--- src/rtl/cond_pkg.sv ---
// Shared definitions for the condition-evaluation pipeline.
//   - 4-bit condition code encodings COND_EQ .. COND_NV
//   - bit positions of the N, Z, C, V flags inside the status word
//   - flags_t: the 4-bit status word {N,Z,C,V}
package cond_pkg;

    typedef logic [3:0] flags_t;

    localparam int FLAG_N = 3;
    localparam int FLAG_Z = 2;
    localparam int FLAG_C = 1;
    localparam int FLAG_V = 0;

    localparam logic [3:0] COND_EQ = 4'b0000;
    localparam logic [3:0] COND_NE = 4'b0001;
    localparam logic [3:0] COND_CS = 4'b0010;
    localparam logic [3:0] COND_CC = 4'b0011;
    localparam logic [3:0] COND_MI = 4'b0100;
    localparam logic [3:0] COND_PL = 4'b0101;
    localparam logic [3:0] COND_VS = 4'b0110;
    localparam logic [3:0] COND_VC = 4'b0111;
    localparam logic [3:0] COND_HI = 4'b1000;
    localparam logic [3:0] COND_LS = 4'b1001;
    localparam logic [3:0] COND_GE = 4'b1010;
    localparam logic [3:0] COND_LT = 4'b1011;
    localparam logic [3:0] COND_GT = 4'b1100;
    localparam logic [3:0] COND_LE = 4'b1101;
    localparam logic [3:0] COND_AL = 4'b1110;
    localparam logic [3:0] COND_NV = 4'b1111;

endpackage

--- src/rtl/cond_decode.sv ---
// Combinational evaluation of one condition code against a flag word.
// Ports:
//   cond  [3:0]  condition code (COND_EQ .. COND_NV)
//   flags        status word {N,Z,C,V}
//   pass         1 when the condition holds for the given flags
module cond_decode
    import cond_pkg::*;
(
    input  logic [3:0] cond,
    input  flags_t     flags,
    output logic       pass
);

    logic n, z, c, v;

    assign n = flags[FLAG_N];
    assign z = flags[FLAG_Z];
    assign c = flags[FLAG_C];
    assign v = flags[FLAG_V];

    always_comb begin
        // NOTE: default assignment first so no path through the case leaves
        // pass unassigned, which would otherwise infer a latch.
        pass = 1'b0;
        case (cond)
            COND_EQ: pass = z;
            COND_NE: pass = !z;
            COND_CS: pass = c;
            COND_CC: pass = !c;
            COND_MI: pass = n;
            COND_PL: pass = !n;
            COND_VS: pass = v;
            COND_VC: pass = !v;
            COND_HI: pass = c && !z;
            COND_LS: pass = !c || z;
            COND_GE: pass = (n == v);
            COND_LT: pass = (n != v);
            COND_GT: pass = !z && (n == v);
            COND_LE: pass = z || (n != v);
            COND_AL: pass = 1'b1;
            COND_NV: pass = 1'b0;
            default: pass = 1'b0;
        endcase
    end

endmodule

--- src/rtl/cond_eval_pipe.sv ---
// Registered multi-channel condition evaluator.
// Holds the NZCV status register, evaluates NUM_CH condition codes per cycle
// (channel 0 = oldest), registers pass/fail into the next stage with
// flush > stall > load priority, and keeps a saturating count of
// condition-failed instructions.
//
// Optional build macro COND_FLAG_FWD_EN: when defined, a flag write in the
// same cycle (flag_we=1, stall=0) is bypassed into the evaluation so a
// dependent conditional needs no bubble. When undefined, evaluation always
// uses the registered status and the hazard unit must insert a stall.
//
// Ports:
//   clk        clock, rising edge
//   rst_n      synchronous active-low reset
//   stall      hold output stage and status register
//   flush      kill instructions in flight
//   flag_we    status register write enable
//   flag_in    new flags {N,Z,C,V}
//   in_valid   per-channel valid           [NUM_CH]
//   cond       per-channel condition code  [4*NUM_CH], ch i at [4i+3:4i]
//   cnt_clr    clear the failed-condition counter
//   out_valid  registered per-channel valid
//   cond_pass  registered per-channel pass, qualified by valid
//   status     current status register
//   fail_cnt   saturating failed-condition count
module cond_eval_pipe
    import cond_pkg::*;
#(
    parameter int NUM_CH = 2,
    parameter int CNT_W  = 16
) (
    input  logic                clk,
    input  logic                rst_n,
    input  logic                stall,
    input  logic                flush,
    input  logic                flag_we,
    input  flags_t              flag_in,
    input  logic [NUM_CH-1:0]   in_valid,
    input  logic [4*NUM_CH-1:0] cond,
    input  logic                cnt_clr,
    output logic [NUM_CH-1:0]   out_valid,
    output logic [NUM_CH-1:0]   cond_pass,
    output flags_t              status,
    output logic [CNT_W-1:0]    fail_cnt
);

    // Four bits hold a popcount of up to 8 channels.
    localparam int INC_W = 4;

    flags_t              eval_flags;
    logic [NUM_CH-1:0]   eval;
    logic [INC_W-1:0]    inc;
    logic [CNT_W+3:0]    cnt_sum;
    logic [CNT_W-1:0]    cnt_next;

    localparam logic [CNT_W-1:0] CNT_MAX = {CNT_W{1'b1}};

`ifdef COND_FLAG_FWD_EN
    // The flag writer is older than every slot evaluated this cycle, so its
    // result is visible to them when the write actually commits.
    assign eval_flags = (flag_we && !stall) ? flag_in : status;
`else
    assign eval_flags = status;
`endif

    for (genvar i = 0; i < NUM_CH; i++) begin : g_ch
        cond_decode u_decode (
            .cond  (cond[4*i +: 4]),
            .flags (eval_flags),
            .pass  (eval[i])
        );
    end

    always_comb begin
        inc = '0;
        for (int i = 0; i < NUM_CH; i++) begin
            inc = inc + INC_W'(in_valid[i] & ~eval[i]);
        end
    end

    // Widened sum cannot wrap, so a simple compare saturates it.
    assign cnt_sum  = {4'b0, fail_cnt} + {{CNT_W{1'b0}}, inc};
    assign cnt_next = (cnt_sum > {4'b0, CNT_MAX}) ? CNT_MAX : cnt_sum[CNT_W-1:0];

    // Status register: flush does not block the write because the writer is
    // older than the flushed slots; stall does.
    always_ff @(posedge clk) begin
        // NOTE: sequential state uses non-blocking assignments so every
        // register samples pre-edge values regardless of block ordering.
        if (!rst_n) begin
            status <= '0;
        end else if (flag_we && !stall) begin
            status <= flag_in;
        end
    end

    // Output stage: flush > stall > load.
    always_ff @(posedge clk) begin
        if (!rst_n) begin
            out_valid <= '0;
            cond_pass <= '0;
        end else if (flush) begin
            out_valid <= '0;
            cond_pass <= '0;
        end else if (!stall) begin
            out_valid <= in_valid;
            cond_pass <= in_valid & eval;
        end
    end

    // Squashed-instruction counter; clear beats a same-cycle increment.
    always_ff @(posedge clk) begin
        if (!rst_n) begin
            fail_cnt <= '0;
        end else if (cnt_clr) begin
            fail_cnt <= '0;
        end else if (!stall && !flush) begin
            fail_cnt <= cnt_next;
        end
    end

endmodule

--- config.mk ---
export PLATFORM = sky130hd
export DESIGN_NAME = cond_eval_pipe
export DESIGN_NICKNAME = d
export VERILOG_FILES = /design/src/rtl/cond_pkg.sv /design/src/rtl/cond_decode.sv /design/src/rtl/cond_eval_pipe.sv
export SDC_FILE = /design/constraint.sdc
export NUM_CORES = 1
export LEC_CHECK = 0
export BUFFER_PORTS_ARGS = -buffer_cell sky130_fd_sc_hd__buf_2
export CELL_PAD_IN_SITES_DETAIL_PLACEMENT = 1
export CELL_PAD_IN_SITES_GLOBAL_PLACEMENT = 1
export CORE_MARGIN = 5
export CORE_UTILIZATION = 37
export DETAILED_ROUTE_END_ITERATION = 12
export GPL_TIMING_DRIVEN = 0
export PLACE_DENSITY_LB_ADDON = 0.1
export SLEW_MARGIN = 30
export SYNTH_ARGS = -nofsm -noshare
export SYNTH_HDL_FRONTEND = slang
export SYNTH_SLANG_ARGS = --single-unit
--- constraint.sdc ---
create_clock -name clk -period 3.9 [get_ports clk]
set_input_delay 0.975 -clock clk [delete_from_list [all_inputs] [get_ports clk]]
set_output_delay 0.975 -clock clk [all_outputs]
set_load 0.01 [all_outputs]
-- Word level (Yosys, flattened, before mapping)
Index checks and enable logic that the tools add are counted.
- reductions and logical operators: 16
- div/mod/pow operators: 0
- shift operators: 0
- $mul: 0
- multiplexer cells: 3
- $add $sub $neg: 2
- bitwise logic cells: 6
- eq/ne operators: 32
- $lt $le $gt $ge: 1
- operators by type and width (operator ; number):
    $eq 4x4->1 const B ; 16
    $eq 4x3->1 const B ; 8
    $pmux 1 s16 ; 2
    $add 16x4->17 ; 1
    $gt 17x16->1 const B ; 1
    $eq 4x2->1 const B ; 4
    $mux 16 ; 1
    $and 1x4->4 ; 2
    $eq 4x1->1 const B ; 2
    $logic_not 4->1 ; 2
    $not 1->4 ; 2
    $logic_not 1->1 ; 6
    $add 4x4->4 ; 1
    $logic_and 1x1->1 ; 4
    $reduce_or 2->1 ; 2
    $and 2x2->2 ; 1
    $logic_or 1x1->1 ; 2
    $eq 1x1->1 ; 1
    $ne 1x1->1 ; 1
    $not 1->1 ; 1
- bits in read-only memories: 0
- bits in registers: 24
- bits in latches: 0
- logic and storage cells: 64
- memory bits (writable): 0
- output and inout port bits: 24
- memories kept: 0
- input bits: 20

-- Longest topological paths before layout
- word-level depth: 9
- mapped depth: 14
- gate-level depth less buffers: 13

-- Modules after synthesis
From an unflattened synthesis, not the netlist that was laid out.
- cells, all modules: 173
- area total of the unflattened synthesis: 1520.2 µm²
- by module, submodules not included (module ; instances ; sequential area each (µm²) ; area an instance (µm²) ; cells each):
    cond_eval_pipe ; 1 ; 480.5 ; 1209.9 ; 127
    cond_decode ; 2 ; 0.0 ; 155.1 ; 23

-- Worst setup path before layout
Ideal clock, no wire load.
- path type: input to register
- start point: input cond[1]
- end point: register fail_cnt[10]
- setup time: 0.135 ns
- required time: 3.765 ns
- arrival time: 3.527 ns
- slack: 0.237 ns
- stages on the path: 14
- cell sequence: clkbuf_1 nor2_1 a221o_1 a21oi_1 o21ai_0 and3b_1 ha_1 ha_1 fa_1 nand4bb_1 or2_2 nor2_1 xnor2_1 a21oi_1
- cells in the longest elaborated chain, start to end: 8
- elaborated cells on any way between the ends: 23
- those cells by class: add/sub (2); order compare (1); eq/ne (15); mux (2); bitwise (2); reduce/logical (1)
- ends and longest elaborated chain (element ; RTL line ; RTL):
    start, declared ; cond_eval_pipe.sv:39 ; input logic [4*NUM_CH-1:0] cond,
    $eq 4x4->1, or another cell as far along ; cond_decode.sv:25 ; case (cond)
    $pmux 1 s16 * ; cond_decode.sv:25 ;
    $not 1->4 * ; cond_eval_pipe.sv:77 ; inc = inc + INC_W'(in_valid[i] & ~eval[i]);
    $and 1x4->4 * ; cond_eval_pipe.sv:77 ;
    $add 4x4->4 * ; cond_eval_pipe.sv:77 ;
    $add 16x4->17 * ; cond_eval_pipe.sv:82 ; assign cnt_sum = {4'b0, fail_cnt} + {{CNT_W{1'b0}}, inc};
    $gt 17x16->1 ; cond_eval_pipe.sv:83 ; assign cnt_next = (cnt_sum > {4'b0, CNT_MAX}) ? CNT_MAX : cnt_sum[CNT_W-1:0];
    $mux 16 * ; cond_eval_pipe.sv:83 ;
    end signal, assigned ; cond_eval_pipe.sv:118 ; fail_cnt <= cnt_next;
    end, declared ; cond_eval_pipe.sv:44 ; output logic [CNT_W-1:0] fail_cnt
Mark *: on every way between the ends. The rest lies on a longest branch, timed or not.
A chain may end at the register's enable or synchronous reset.

-- Final worst setup path
- start point: input cond[5]
- end point: register fail_cnt[6]
Same word-level chain as after synthesis.

==> reports/summary.md <==
Using the TritonRoute via totals, the vias-per-cell ratio works out to 5.218. After routing the design area is 1745 um^2. The run gives 1,421 as the number of global-route vias before repair. The worst-case IR drop observed on VDD is 0.1359 mV.

The synthesized netlist devotes 15.93% of its cell area to compound gates. The post-layout minimum cycle time is 3.721 ns. The relative area change from synthesis to final layout is 24.11%.

The number of nets in the synthesized netlist is 182. Launching element of the worst setup path: cond[5]. The worst setup path is of the in2reg kind.

For this design, the sink count on the clock tree is 24. The multiplexer area fraction after synthesis was 7.295%; the diode insertion count for antenna repair was 0. TritonCTS built the clock tree. After detailed routing, the total wire length is 3767 um. The endpoint of the worst setup timing path is fail_cnt[6]. The logs give 0.26 ns for the clock latency reported for the late side of the worst-skew pair and 0.3499 mW for the design internal power.

After synthesis, the largest area contributor takes up 34.16% of total cell area. Setup repair after global routing left no endpoint under its margin. The portion of the clock cycle consumed by the worst path in the final layout came out at 95.41%.

After Yosys synthesis, and, or, nand and nor cells account for 26.87% of the synthesized area. In this run switching power makes up 24.97% of total power. The synthesized netlist devotes 4.093% of its cell area to adder and majority cells. The clock slew at the register clock pins of the worst setup and hold paths was 0.08 ns; the post-synthesis instance area was 1406 um^2. During I/O placement, the number of pins put on the boundary was 44. The die covers 5134 um^2. The kind of start point of the critical path was an input port.

The floorplan step set the die width to 71.65 um. The tools report the register area share after synthesis as 34.16%. Counting flops and latches in the post-synthesis netlist gives 24.

The gate count of the mapped netlist is 158. The startpoint identified for the worst register-to-register timing path is status[3]. For the total global routing track utilization, the log shows 15.27%. The H-tree level count came out at 1. The logs give 268.7 MHz for the fmax and 0.7552 nW for the static leakage. The final hold violation count was 0. The count of antenna-violating nets left after detailed routing is 0.

The count of cells along the worst register-to-register path was 13. The arrival time at the worst endpoint was 3.92 ns. The max-slew headroom at the worst pin was 66.82%. The number of antenna violations at the first check in global routing was 0; the count of port buffers added during placement was 41. The min-delay analysis places its worst path in the category reg2reg. Summing the areas of all xor and xnor instances in the mapped netlist gives 8.096% of the synthesized area.

The total area inside the core boundary comes to 3661 um^2. The setup slack of the worst register-to-register path came out at 0.50 ns. The number of max-slew violations in the final report came out at 0. Detailed placement finished with a half-perimeter wire length of 3020 um. The logs give 3 for the CTS buffer count and 0 for the number of max-cap violations.

Once layout is complete, the utilization of the core stands at 47.68%. Setup violations remaining at the end of the flow were counted as 0. Summed over all instances, the cell type with the most area after synthesis is sky130_fd_sc_hd__dfxtp_1. The endpoint identified for the worst register-to-register timing path is fail_cnt[6].

For the post-cts hold buffer count, the log shows 0. Per report_power, the combinational group accounts for 14.6% of the total. The first detailed-routing pass took 4 iterations. Entering global routing, the biggest net connects 13 pins. The detailed router placed 1,315 vias in this run.

Global routing finished with a remaining overflow of 0. In the final routed layout, each cell accounts on average for 14.95 um. The first-pass GRT wire length is 6423 um, and the routability-driven placement congestion ratio is 0.7477. The placed instances occupy a cell area of 1672 um^2.

The cell at the root of the clock tree was sky130_fd_sc_hd__clkbuf_8. The distinct cell type count after synthesis is 44. The flow ran to the end, and the final reports show no timing, DRC or antenna violations. The tools report the number of design-rule violations left by the first detailed-router iteration as 49.

The site row count was 22. Yosys attributes the largest share of cell area to sky130_fd_sc_hd__dfxtp_1 34%, sky130_fd_sc_hd__a21oi_1 5.7%, sky130_fd_sc_hd__mux2i_1 5.7%. Per report_power, the sequential group accounts for 54.3% of the total.

After synthesis, the mean cell area works out to 8.901 um^2. The clock passes through at most 2 buffers. The layout cell share with drive strength beyond 1 is 28.92%. For this run, the number of Yosys warnings is 0. For this design the total switching power over the nets is 0.1165 mW. For this run, the post-layout net count is 230. The clock group share of total power is 31.2%. After detailed routing, the number of remaining DRC violations is 0.

The main combinational cell family by area after synthesis is simple AND/OR/NAND/NOR gates. Height of the die: 71.65 um. In this run the worst path has a maximum fanout of 10. The slew of the pin with the lowest slew margin came out at 0.4977 ns. STA classifies the critical path endpoint as a flip-flop.

The power per unit of standard cell area came out at 267.2 nW/um^2. The total chip power is 0.4663 mW, and the worst-case clock skew is 0.001046 ns. The run gives 38.41% as the effective utilization at floorplan.

The critical path required time is 4.09 ns.
-- cell usage in the layout (no fill, tap or decap), types with 5 or more instances in the layout --
cell / count
sky130_fd_sc_hd__inv_1: 5
sky130_fd_sc_hd__nor2_1: 13
sky130_fd_sc_hd__a21oi_1: 16
sky130_fd_sc_hd__nor2b_1: 5
sky130_fd_sc_hd__dfxtp_1: 24
sky130_fd_sc_hd__buf_2: 42
sky130_fd_sc_hd__xnor2_1: 7
sky130_fd_sc_hd__mux2i_1: 8
sky130_fd_sc_hd__nand2_1: 9
sky130_fd_sc_hd__nand3_1: 5
sky130_fd_sc_hd__nand4_1: 5
sky130_fd_sc_hd__xor2_1: 6
-- logic make-up (layout without fill, tap and decap cells) --
kind of cell	Yosys count	after routing
fa+ha+maj	4	4
flops	24	24
simple gates	63	63
xor+xnor	13	13
buf+inv	11	57
mux	9	9
compound gates	34	34
-- what timing repair did --
| item | in CTS | in global routing |
|---|---|---|
| endpoints found under the setup margin | 0 | 12 |
| setup buffers | 0 | 2 |
| resized for setup | 0 | 3 |
-- critical path, cell delays in order --
cell                        delay (ns)
sky130_fd_sc_hd__buf_2            0.12
sky130_fd_sc_hd__mux4_2           0.49
sky130_fd_sc_hd__inv_1            0.08
sky130_fd_sc_hd__o21ai_0          0.12
sky130_fd_sc_hd__xnor2_1          0.16
sky130_fd_sc_hd__and2_1           0.16
sky130_fd_sc_hd__ha_1             0.28
sky130_fd_sc_hd__ha_1             0.20
sky130_fd_sc_hd__fa_1             0.30
sky130_fd_sc_hd__nand4bb_4        0.16
sky130_fd_sc_hd__nor4_4           0.34
sky130_fd_sc_hd__nand3_2          0.15
sky130_fd_sc_hd__buf_2            0.22
sky130_fd_sc_hd__a21oi_1          0.15
-- flip-flops by register name (all words and copies together) (netlist names) --
name,flops
fail_cnt,16
status,4
cond_pass,2
out_valid,2
-- per-stage QoR --
stage | worst slack, ns | cells | setup TNS, ns | hold WS, ns
after global routing | 0.02311 | 252 | 0 | 0.5067
after detailed placement | -0.1853 | 247 | -1.884 | 0.4823
after floorplan | 0.2373 | 158 | 0 | 0.4829
after CTS | 0.08160 | 250 | 0 | 0.4949
after global placement | -0.04834 | 247 | -0.3009 | 0.4493
final | 0.1790 | 252 | 0 | 0.4881
-- layer usage --
| metal | vias up | routed length [um] | GRT usage [%] |
|---|---|---|---|
| li1 | 660 | - | - |
| met1 | 618 | 1555 | 17.02 |
| met2 | 28 | 1957 | 28.06 |
| met3 | 9 | 176 | 3.086 |
| met4 | 0 | 78 | 6.054 |
| met5 | - | 0 | 0 |
-- cells in the mapped netlist, drive strengths merged --
master / count
dfxtp: 24
a21oi: 18
nor2: 13
nand2: 9
mux2i: 8
xnor2: 7
nand3: 6
xor2: 6
inv: 5
nand4: 5
nor2b: 5
nor3: 5
and3: 4
nand2b: 4
o211ai: 4
buf: 3
clkbuf: 3
ha: 3
and2b: 2
and3b: 2
nor3b: 2
o21ai: 2
o221ai: 2
a2111o: 1
a211oi: 1
a21o: 1
a221o: 1
a22oi: 1
a31oi: 1
and2: 1
fa: 1
mux4: 1
nand3b: 1
nand4bb: 1
nor4: 1
o2111ai: 1
o21ba: 1
or2: 1
or3b: 1
-- worst min path at each step --
stage | start | to | slack, ns | cells after the start
after floorplan | out_valid[1] | out_valid[1] | 0.48 | 2
after global placement | out_valid[1] | out_valid[1] | 0.45 | 2
after detailed placement | cond_pass[0] | cond_pass[0] | 0.48 | 2
after CTS | cond_pass[0] | cond_pass[0] | 0.49 | 2
after global routing | out_valid[1] | out_valid[1] | 0.51 | 2
final | cond_pass[0] | cond_pass[0] | 0.49 | 2
-- layout make-up --
cell class                 count  area (um^2)
buffer                         6        32.53
sequential                    24        480.5
fill                         460         1916
clock buffer                   3        41.29
multi-input combinational    123        892.1
inverter                       5        18.77
timing repair buffer          43        220.2
tap                           48        60.06
-- power by group through the flow --
stage | Sequential [mW] | Clock [mW] | Combinational, mW
after CTS | 0.253 | 0.153 | 0.0676
after floorplan | 0.259 | 0 | 0.0399
final | 0.253 | 0.145 | 0.0679
after detailed placement | 0.259 | 0 | 0.0675
after global routing | 0.254 | 0.160 | 0.0759
after global placement | 0.259 | 0 | 0.0643
(Power assumes the default switching activity.)
